## src/rtl/pulse_gen_defs.sv

```systemverilog
// Shared constants and types for the multi-channel load pulse generator.
package pulse_gen_defs;

   localparam logic [1:0] MODE_OFF  = 2'b00;
   localparam logic [1:0] MODE_RISE = 2'b01;
   localparam logic [1:0] MODE_FALL = 2'b10;
   localparam logic [1:0] MODE_BOTH = 2'b11;

   typedef enum logic [1:0] {
      IDLE       = 2'b00,
      FIRST_WAIT = 2'b01,
      REPEAT     = 2'b10
   } rep_state_e;

   // Bits needed to count 0..max_val-1, never less than one.
   function automatic int unsigned cnt_width(input int unsigned max_val);
      return (max_val > 1) ? $clog2(max_val) : 1;
   endfunction

endpackage

```

## src/rtl/pulse_gen_chan.sv

```systemverilog
// One trigger channel: synchroniser, debounce, edge select, pulse stretcher and
// auto-repeat FSM.
module pulse_gen_chan
   import pulse_gen_defs::*;
#(
   parameter int unsigned SYNC_STAGES     = 2,
   parameter int unsigned DEBOUNCE_CYCLES = 16,
   parameter int unsigned PULSE_WIDTH     = 1,
   parameter int unsigned REPEAT_DELAY    = 1000,
   parameter int unsigned REPEAT_PERIOD   = 250
) (
   input  logic       clock,
   input  logic       resetn,
   input  logic       trigger,
   input  logic [1:0] mode,
   input  logic       rep_en,
   output logic       load,
   output logic       level
);

   localparam int unsigned DbW = cnt_width(DEBOUNCE_CYCLES);
   localparam int unsigned PwW = cnt_width(PULSE_WIDTH);
   localparam int unsigned RcW = cnt_width((REPEAT_DELAY > REPEAT_PERIOD) ?
                                           REPEAT_DELAY : REPEAT_PERIOD);

   logic [SYNC_STAGES-1:0] sync_q;
   logic                   sync;
   logic [DbW-1:0]         db_cnt_q;
   logic                   level_q, level_prev_q;
   logic                   rise, fall, edge_event;
   logic [PwW-1:0]         pcnt_q;
   logic                   load_q;
   rep_state_e             state_q, state_d;
   logic [RcW-1:0]         rcnt_q, rcnt_d;
   logic [1:0]             armed_mode_q, armed_mode_d;
   logic                   rep_mode, held, rep_exit, rcnt_done, pulse_start;

   assign sync = sync_q[SYNC_STAGES-1];

   always_ff @(posedge clock or negedge resetn) begin
      if (!resetn) begin
         sync_q       <= '0;
         db_cnt_q     <= '0;
         level_q      <= 1'b0;
         level_prev_q <= 1'b0;
      end else begin
         sync_q       <= {sync_q[SYNC_STAGES-2:0], trigger};
         level_prev_q <= level_q;
         if (sync == level_q) begin
            db_cnt_q <= '0;
         end else if (db_cnt_q == DbW'(DEBOUNCE_CYCLES - 1)) begin
            level_q  <= sync;
            db_cnt_q <= '0;
         end else begin
            db_cnt_q <= db_cnt_q + DbW'(1);
         end
      end
   end

   assign rise = level_q & ~level_prev_q;
   assign fall = ~level_q & level_prev_q;

   always_comb begin
      edge_event = 1'b0;
      case (mode)
         MODE_RISE: edge_event = rise;
         MODE_FALL: edge_event = fall;
         MODE_BOTH: edge_event = rise | fall;
         default:   edge_event = 1'b0;
      endcase
   end

   // Repeat FSM: the mode in force when armed is kept so any change exits.
   assign rep_mode  = (mode == MODE_RISE) || (mode == MODE_FALL);
   assign held      = (armed_mode_q == MODE_RISE) ? level_q : ~level_q;
   assign rep_exit  = !rep_en || (mode != armed_mode_q) || !held;
   assign rcnt_done = (state_q == FIRST_WAIT) ? (rcnt_q == RcW'(REPEAT_DELAY - 1)) :
                                                (rcnt_q == RcW'(REPEAT_PERIOD - 1));

   always_ff @(posedge clock or negedge resetn) begin
      if (!resetn) begin
         state_q      <= IDLE;
         rcnt_q       <= '0;
         armed_mode_q <= MODE_OFF;
      end else begin
         state_q      <= state_d;
         rcnt_q       <= rcnt_d;
         armed_mode_q <= armed_mode_d;
      end
   end

   always_comb begin
      state_d      = state_q;
      rcnt_d       = rcnt_q;
      armed_mode_d = armed_mode_q;
      unique case (state_q)
         IDLE: begin
            if (edge_event && rep_en && rep_mode) begin
               state_d      = FIRST_WAIT;
               rcnt_d       = '0;
               armed_mode_d = mode;
            end
         end
         FIRST_WAIT, REPEAT: begin
            if (rep_exit) begin
               state_d = IDLE;
            end else if (rcnt_done) begin
               state_d = REPEAT;
               rcnt_d  = '0;
            end else begin
               rcnt_d = rcnt_q + RcW'(1);
            end
         end
         default: state_d = IDLE;
      endcase
   end

   always_comb begin
      pulse_start = edge_event | ((state_q != IDLE) && !rep_exit && rcnt_done);
   end

   // A start while load is high restarts the count, stretching the pulse.
   always_ff @(posedge clock or negedge resetn) begin
      if (!resetn) begin
         load_q <= 1'b0;
         pcnt_q <= '0;
      end else if (pulse_start) begin
         load_q <= 1'b1;
         pcnt_q <= '0;
      end else if (load_q) begin
         if (pcnt_q == PwW'(PULSE_WIDTH - 1)) begin
            load_q <= 1'b0;
         end else begin
            pcnt_q <= pcnt_q + PwW'(1);
         end
      end
   end

   assign load  = load_q;
   assign level = level_q;

endmodule

```

## src/rtl/multi_pulse_gen.sv

```systemverilog
// N_CH independent trigger-to-load-pulse channels; this level is wiring only.
module multi_pulse_gen
   import pulse_gen_defs::*;
#(
   parameter int unsigned N_CH            = 4,
   parameter int unsigned SYNC_STAGES     = 2,
   parameter int unsigned DEBOUNCE_CYCLES = 16,
   parameter int unsigned PULSE_WIDTH     = 1,
   parameter int unsigned REPEAT_DELAY    = 1000,
   parameter int unsigned REPEAT_PERIOD   = 250
) (
   input  logic              clock,
   input  logic              resetn,
   input  logic [N_CH-1:0]   trigger,
   input  logic [2*N_CH-1:0] mode,
   input  logic [N_CH-1:0]   rep_en,
   output logic [N_CH-1:0]   load,
   output logic [N_CH-1:0]   level
);

   for (genvar i = 0; i < N_CH; i++) begin : g_chan
      pulse_gen_chan #(
         .SYNC_STAGES    (SYNC_STAGES),
         .DEBOUNCE_CYCLES(DEBOUNCE_CYCLES),
         .PULSE_WIDTH    (PULSE_WIDTH),
         .REPEAT_DELAY   (REPEAT_DELAY),
         .REPEAT_PERIOD  (REPEAT_PERIOD)
      ) u_chan (
         .clock  (clock),
         .resetn (resetn),
         .trigger(trigger[i]),
         .mode   (mode[2*i +: 2]),
         .rep_en (rep_en[i]),
         .load   (load[i]),
         .level  (level[i])
      );
   end

endmodule

```

## config.mk

```make
export PLATFORM = sky130hd
export DESIGN_NAME = multi_pulse_gen
export DESIGN_NICKNAME = d
export VERILOG_FILES = /design/src/rtl/pulse_gen_defs.sv /design/src/rtl/pulse_gen_chan.sv /design/src/rtl/multi_pulse_gen.sv
export SDC_FILE = /design/constraint.sdc
export NUM_CORES = 1
export LEC_CHECK = 0
export BUFFER_PORTS_ARGS = -buffer_cell sky130_fd_sc_hd__buf_2
export CAP_MARGIN = 20
export CELL_PAD_IN_SITES_DETAIL_PLACEMENT = 1
export CELL_PAD_IN_SITES_GLOBAL_PLACEMENT = 1
export CORE_ASPECT_RATIO = 0.9
export CORE_MARGIN = 2
export CORE_UTILIZATION = 53
export CTS_CLUSTER_DIAMETER = 80
export DETAILED_ROUTE_END_ITERATION = 10
export PLACE_DENSITY_LB_ADDON = 0.1
export SLEW_MARGIN = 20
export SYNTH_ARGS = -nofsm -noshare
export SYNTH_HDL_FRONTEND = slang
export SYNTH_HIERARCHICAL = 1
export SYNTH_SLANG_ARGS = --single-unit
```

## constraint.sdc

```tcl
create_clock -name clock -period 4.9 [get_ports clock]
set_input_delay 1.225 -clock clock [delete_from_list [all_inputs] [get_ports clock]]
set_output_delay 1.225 -clock clock [all_outputs]
set_load 0.01 [all_outputs]
```

==> results of run 1 <==
==> through the flow <==
stage                     setup WS (ns)  utilization (%)  power (W)  cells  area [um2]
after global routing              1.961            60.28   0.001646    722        6177
after global placement            1.943            57.23  0.0008673    706        5864
after detailed placement          1.767            57.23  0.0008755    706        5864
final                             2.042            60.28   0.001584    722        6177
after floorplan                   2.255                -  0.0008308    551        5568
after CTS                         2.050            60.28   0.001607    722        6177
==> final cells by class <==
| cell class | instances | share of cell area, % |
|---|---|---|
| Clock inverter | 5 | 0.9723 |
| Clock buffer | 11 | 4.092 |
| Tap cell | 129 | 2.613 |
| Multi-Input combinational cell | 423 | 50.68 |
| Timing Repair Buffer | 26 | 2.188 |
| Sequential cell | 92 | 37.27 |
| Inverter | 36 | 2.188 |
==> synthesized netlist by cell type (all sizes together) <==
master	number	area share (%)
a211oi	4	0.54
a21boi	4	0.54
a21o	4	0.54
a21oi	20	2.1
a22o	8	1.3
a22oi	5	0.67
a31o	8	1.3
a31oi	8	1.3
and2	1	0.13
and3	16	1.8
and3b	4	0.63
and4	4	0.63
dfrtp	92	41
ha	40	9.0
inv	36	2.4
mux2	12	2.4
nand2	55	3.9
nand2b	20	2.8
nand3	39	3.5
nand4b	16	2.5
nor2	24	1.6
nor2b	8	0.90
nor3b	8	1.1
o2111a	4	0.81
o211ai	7	0.94
o21ai	32	2.9
o221ai	4	0.63
o22ai	8	2.2
o2bb2ai	8	1.3
o31ai	13	1.8
o32ai	4	1.8
or2	11	1.2
or3	8	0.90
or4	4	0.81
xnor2	12	1.9
==> where the power goes <==
part | internal (W) | switching, W | total (W)
registers | 0.000771 | 0.0000116 | 0.000783
logic | 0.0000273 | 0.0000503 | 0.0000776
clock network | 0.000424 | 0.000299 | 0.000723
total | 0.00122 | 0.000361 | 0.00158
==> flip-flops by register name, indices dropped and copies added (netlist names) <==
| register | cells |
|---|---|
| g_chan.u_chan/rcnt_q | 40 |
| g_chan.u_chan/sync_q | 8 |
| g_chan.u_chan/level | 4 |
| g_chan.u_chan/level_prev_q | 4 |
| g_chan.u_chan/armed_mode_q | 8 |
| g_chan.u_chan/load | 4 |
| g_chan.u_chan/db_cnt_q | 16 |
| g_chan.u_chan/state_q | 8 |
==> logic make-up after synthesis <==
logic type	after synthesis	synth area share (%)
flip-flops	92	41.35
XOR/XNOR	12	1.888
AND/OR/NAND/NOR	218	22.43
buffers and inverters	36	2.427
adder cells (fa/ha/maj)	40	8.989
multiplexers	12	2.427
AO/OA/AOI/OAI	141	20.49
==> layer usage <==
metal | GRT usage, % | vias up
li1 | - | 2109
met5 | 0 | -
met2 | 44.94 | 81
met3 | 3.890 | 16
met4 | 7.598 | 0
met1 | 31.88 | 2238
==> critical path, stage by stage <==
cell,delay (ns)
buf_2,0.15
inv_1,0.09
ha_1,0.31
nand4b_1,0.15
a31oi_2,0.44
o22ai_2,0.22
nand2b_4,0.22
o31ai_1,0.29
==> worst min-delay path by stage <==
stage                               start                          to  slack (ns)  depth (start not counted)
2_1_floorplan  g_chan[0].u_chan/sync_q[0]  g_chan[0].u_chan/sync_q[1]        0.33                          0
3_3_place_gp   g_chan[3].u_chan/sync_q[0]  g_chan[3].u_chan/sync_q[1]        0.33                          0
5_1_grt        g_chan[3].u_chan/sync_q[0]  g_chan[3].u_chan/sync_q[1]        0.36                          0
4_1_cts        g_chan[3].u_chan/sync_q[0]  g_chan[3].u_chan/sync_q[1]        0.35                          0
6_report       g_chan[3].u_chan/sync_q[0]  g_chan[3].u_chan/sync_q[1]        0.35                          0
3_5_place_dp   g_chan[1].u_chan/sync_q[0]  g_chan[1].u_chan/sync_q[1]        0.34                          0
==> summary.txt, run 1 <==
Global route
  – Pin count of the biggest net entering global routing: 70
  – First-pass GRT wire length: 23100 um
  – Overall fraction of global-route tracks in use: 25.11%
  – Initial antenna violation count: 0
  – Vias in the first global route: roughly 4700
  – Grt total ovfl: 0

Timing
  – Least-Margin Pin Slew: 0.8921 ns
  – Max_slew headroom: around 41%
  – TNS Setup: 0 ns
  – Setup Skew: 0.008563 ns
  – Max Fclk: 349.9 MHz
  – Tmin final: 2.858 ns
  – Unrepaired setup endpoints after global routing: no
  – Fin Hold WS: 0.3507 ns
  – Final Max Tran Viols: 0
  – Final number of setup-violating endpoints: 0
  – Final Hold Vio Count: 0
  – Tcrit/Tclk final: 58.32%

Place
  – Routability Congestion: 0.8354
  – IO Port Bufs: 25
  – Final HPWL DP: 9682 um

Floorplanning
  – Starting Density: 54.33%
  – Die outline height: 101.2 um
  – I/O pins: 26
  – Full die area: 11340 um2
  – Row Count: 35
  – Die Wd: 112.0 um
  – Core Region: a little over 10000 um2

Clock tree
  – Root Driver: clkbuf_16
  – H-tree depth reported by CTS: 3
  – Worst skew pair latency: roughly 0.34 ns
  – CTS tree: built
  – Post-CTS Repair Setup Buffers: 0
  – Post-CTS resize count: 0
  – CTS sink cnt: 92
  – Max clock buf depth: 2
  – Total CTS buffers: 9
  – Hold-fix buffers, CTS: 0
  – CTS clk-pin slew, worst paths: 0.07 ns

Logic synthesis
  – Cell area after synthesis: 5568 um2
  – Sequential share of the synthesized area: 41.35%
  – Syn_nets: 609
  – Post-synthesis cell type count: 44
  – Ys Warns: 6
  – Syn Area/Cell: roughly 10 um2
  – Synth Instances: 551
  – #FFs+latches synth: 92

Cells and area
  – Multi-input gate area: about 3100 um2
  – Fill cells: about 1100
  – Register area: 2302 um2
  – Final layout net count: between 600 and 700
  – Most frequent cells in the layout: dfrtp_1, nand2_1, ha_1, nand3_1, inv_1
  – Commonest non-fill, non-tap cell in the layout: dfrtp_1
  – P&R area growth vs syn: 10.94%
  – Layout cells sized above 1: 17.03%
  – N_diodes: 0

Worst setup path
  – Critical Path Sink Type: flip-flop
  – R2R Setup Slk: about 2.6 ns
  – Setup crit end: g_chan[0].u_chan/rcnt_q[3]
  – Worst EP arrival: 3.09 ns
  – RR Endpoint: g_chan[0].u_chan/rcnt_q[3]
  – Worst r2r src: g_chan[0].u_chan/level
  – Worst r2r path cells: 7
  – Startpoint Class: input pin
  – Crit path max fanout: 7
  – Crit path kind: input pin to flip-flop
  – CP Data Required Time: a little over 5 ns
  – Critical path startpoint: mode[1]

Run
  – Max-cap violations: 0

Route
  – Antenna viol nets, final: 0
  – WL final: around 14000 um
  – Met2 wire len: 6852 um
  – Drt first pass iters: 4
  – Post-Route M1 WL: just over 6000 um
  – Iteration-0 DRC Markers: 170
  – Top sig layer: met4
  – DRC Markers: 0
  – Avg WL per Cell: 18.78 um
  – Vias per Instance: between 6 and 7
  – WL met3: 393 um
  – DR vias: 4444

Power
  – Peak VDD IR: around 170 uV
  – PwrDens: 256.4 nW/um2
  – Pleak: 2.635 nW

Run status
  – Outcome: complete, no violations

Min path
  – Hold Crit Class: flip-flop to flip-flop
Power figures use the tool's default switching activity.
==> run 2, diff against run 1 <==
--- a/config.mk
+++ b/config.mk
@@ -11,7 +11,7 @@
 export CELL_PAD_IN_SITES_GLOBAL_PLACEMENT = 1
 export CORE_ASPECT_RATIO = 0.9
 export CORE_MARGIN = 2
-export CORE_UTILIZATION = 53
+export CORE_UTILIZATION = 44
 export CTS_CLUSTER_DIAMETER = 80
 export DETAILED_ROUTE_END_ITERATION = 10
 export PLACE_DENSITY_LB_ADDON = 0.1
==> constraint.sdc (replaced) <==
create_clock -name clock -period 2.39 [get_ports clock]
set_input_delay 0.5975 -clock clock [delete_from_list [all_inputs] [get_ports clock]]
set_output_delay 0.5975 -clock clock [all_outputs]
set_load 0.01 [all_outputs]
==> run 2 against run 1 <==
Effect of this change: sequential share of layout area fell by 0.74 points; via count fell by 0.79%; worst setup slack got worse by 1.7 ns; global-route usage fell by 4.4 points; count of clock-buffer cells in the layout did not move; core utilization fell by 8.7 points; sequential cell count did not move; design area rose by 2.0%; non-clock buffer count rose by 11; combinational power rose by 110%; highest routed layer unchanged.
==> summary.txt, run 2 (synthesis gave the netlist of run 1 again) <==
Clock tree
  – Post-CTS Repair Setup Buffers: 0 (unchanged)
  – Worst skew pair latency: 0.35 ns (was 0.34 ns)
  – CTS sink cnt: 92 (unchanged)
  – CTS tree: built (unchanged)
  – Post-CTS resize count: 0 (unchanged)
  – H-tree depth reported by CTS: 3 (unchanged)
  – Max clock buf depth: 2 (unchanged)
  – CTS clk-pin slew, worst paths: 0.07 ns (about the same)
  – Hold-fix buffers, CTS: 0 (unchanged)
  – Total CTS buffers: 9 (unchanged)
  – Root Driver: clkbuf_16 (unchanged)

Timing
  – Final number of setup-violating endpoints: 0 (unchanged)
  – TNS Setup: 0 ns (unchanged)
  – Max Fclk: approximately 490 MHz
  – Least-Margin Pin Slew: 0.5495 ns (was 0.8921 ns)
  – Tmin final: just over 2 ns
  – Tcrit/Tclk final: a little under nine tenths
  – Final Hold Vio Count: 0 (unchanged)
  – Unrepaired setup endpoints after global routing: no (unchanged)
  – Max_slew headroom: 63.37% (was 40.53%)
  – Final Max Tran Viols: 0 (unchanged)
  – Setup Skew: 0.004816 ns (was 0.008563 ns)

Worst setup path
  – RR Endpoint: g_chan[2].u_chan/rcnt_q[3] (was g_chan[0].u_chan/rcnt_q[3])
  – Critical path startpoint: g_chan[2].u_chan/state_q[0] (was mode[1])
  – Worst EP arrival: 2.32 ns (was 3.09 ns)
  – Startpoint Class: flip-flop (was input pin)
  – Crit path max fanout: 6 (was 7)
  – Critical Path Sink Type: flip-flop (unchanged)
  – CP Data Required Time: 2.65 ns (was 5.14 ns)
  – Worst r2r src: g_chan[2].u_chan/state_q[0] (was g_chan[0].u_chan/level)
  – Crit path kind: flip-flop to flip-flop (was input pin to flip-flop)
  – R2R Setup Slk: 0.33 ns (was 2.56 ns)
  – Worst r2r path cells: 7 (unchanged)

Route
  – WL final: 13160 um (was 13560 um)
  – DR vias: 4409 (was 4444)
  – Vias per Instance: 5.771 (was 6.155)
  – Avg WL per Cell: 17.22 um (was 18.78 um)
  – Drt first pass iters: 4 (unchanged)
  – Iteration-0 DRC Markers: 196 (was 170)
  – DRC Markers: 0 (unchanged)
  – Antenna viol nets, final: 0 (unchanged)

Power
  – PwrDens: 513.5 nW/um2 (was 256.4 nW/um2)
  – Pleak: 2.684 nW (was 2.635 nW)
  – Peak VDD IR: 347.2 uV (was 171.3 uV)

Floorplanning
  – Row Count: 38 (was 35)
  – Die Wd: 122.6 um (was 112.0 um)
  – Full die area: 13570 um2 (was 11340 um2)
  – I/O pins: 26 (unchanged)
  – Die outline height: 110.7 um (was 101.2 um)
  – Core Region: 12220 um2 (was 10250 um2)
  – Starting Density: 45.57% (was 54.33%)

Cells and area
  – Final layout net count: 657 (was 646)
  – Biggest regs: g_chan.u_chan/rcnt_q: 40 flops, g_chan.u_chan/db_cnt_q: 16 flops (unchanged)
  – Fill cells: 1342 (was 1139)
  – N_diodes: 0 (unchanged)
  – Commonest non-fill, non-tap cell in the layout: dfrtp_1 (unchanged)
  – Layout cells sized above 1: 18.38% (was 17.03%)
  – Util after Layout: 51.58% (was 60.28%)
  – Max reg flops: 40 (unchanged)
  – Layout Cells excl Fill: 764 (was 722)
  – Most frequent cells in the layout: dfrtp_1, nand2_1, ha_1, nand3_1, inv_1 (unchanged)
  – P&R area growth vs syn: 13.19% (was 10.94%)
  – Top reg by flops: g_chan.u_chan/rcnt_q (unchanged)

Global route
  – Pin count of the biggest net entering global routing: 31 (was 70)
  – Vias in the first global route: 4709 (was 4654)
  – Grt total ovfl: 0 (unchanged)
  – First-pass GRT wire length: 22700 um (was 23100 um)
  – Overall fraction of global-route tracks in use: 20.75% (was 25.11%)
  – Initial antenna violation count: 0 (unchanged)

Place
  – Routability Congestion: 0.8118 (was 0.8354)
  – Placed insts: 748 (was 706)
  – Final HPWL DP: 9407 um (was 9682 um)
  – IO Port Bufs: 25 (unchanged)

Run
  – Max-cap violations: 0 (unchanged)

Min path
  – Hold Crit Class: input pin to asynchronous set/reset pin (was flip-flop to flip-flop)

Run status
  – Outcome: complete, no violations (unchanged)
run 2: cell types whose count changed in the layout (fill, tap and decap cells not counted), sizes merged:
cell	previous run	this run
buf	26	37
clkinvlp	1	3
clkinv	3	1
run 2: worst max path at each step:
stage                     slack, ns  cells past startpoint                          to
after floorplan                0.37                      7  g_chan[0].u_chan/rcnt_q[3]
after global placement         0.20                      8  g_chan[3].u_chan/rcnt_q[5]
after detailed placement       0.15                      9  g_chan[2].u_chan/rcnt_q[2]
after CTS                      0.34                      7  g_chan[2].u_chan/rcnt_q[3]
after global routing           0.17                      7  g_chan[0].u_chan/rcnt_q[3]
final                          0.33                      7  g_chan[2].u_chan/rcnt_q[3]
run 2: metal layers:
metal	track usage [%]	share of wire [%]
met5	0	0
met2	34.70	49
met1	26.96	47
met3	4.784	2.3
met4	5.287	1.2
run 2: per-stage QoR:
| stage | setup slack, ns | cell area (um2) | hold slack [ns] | power [W] |
|---|---|---|---|---|
| floorplan | 0.3726 | 5568 | 0.3019 | 0.001703 |
| global placement | 0.2013 | 5998 | 0.3337 | 0.001786 |
| detailed placement | 0.1474 | 5998 | 0.3387 | 0.001796 |
| CTS | 0.3441 | 6302 | 0.1916 | 0.003285 |
| global route | 0.1714 | 6302 | 0.2042 | 0.003382 |
| finish | 0.3285 | 6302 | 0.1769 | 0.003236 |
run 2: power by group:
| part | total, W | switching, W | internal [W] |
|---|---|---|---|
| sequential | 0.00160 | 0.0000217 | 0.00158 |
| combinational | 0.000161 | 0.000100 | 0.0000604 |
| clock | 0.00147 | 0.000631 | 0.000841 |
run 2: area by class of cell:
class / instances / area [um2] / area share, %
inverter: 36 / 135.1 / 2.144
tap: 160 / 200.2 / 3.176
timing repair buffer: 37 / 230.2 / 3.653
sequential: 92 / 2302 / 36.53
clock buffer: 11 / 242.7 / 3.852
multi-input combinational: 423 / 3131 / 49.67
clock inverter: 5 / 61.31 / 0.9728
run 2: worst max-delay path, stage by stage, from the launching register on:
cell      delay, ns
dfrtp_1        0.36
inv_1          0.06
ha_1           0.39
inv_1          0.17
nor2_1         0.32
o22ai_2        0.18
nand2b_4       0.21
o31ai_1        0.27
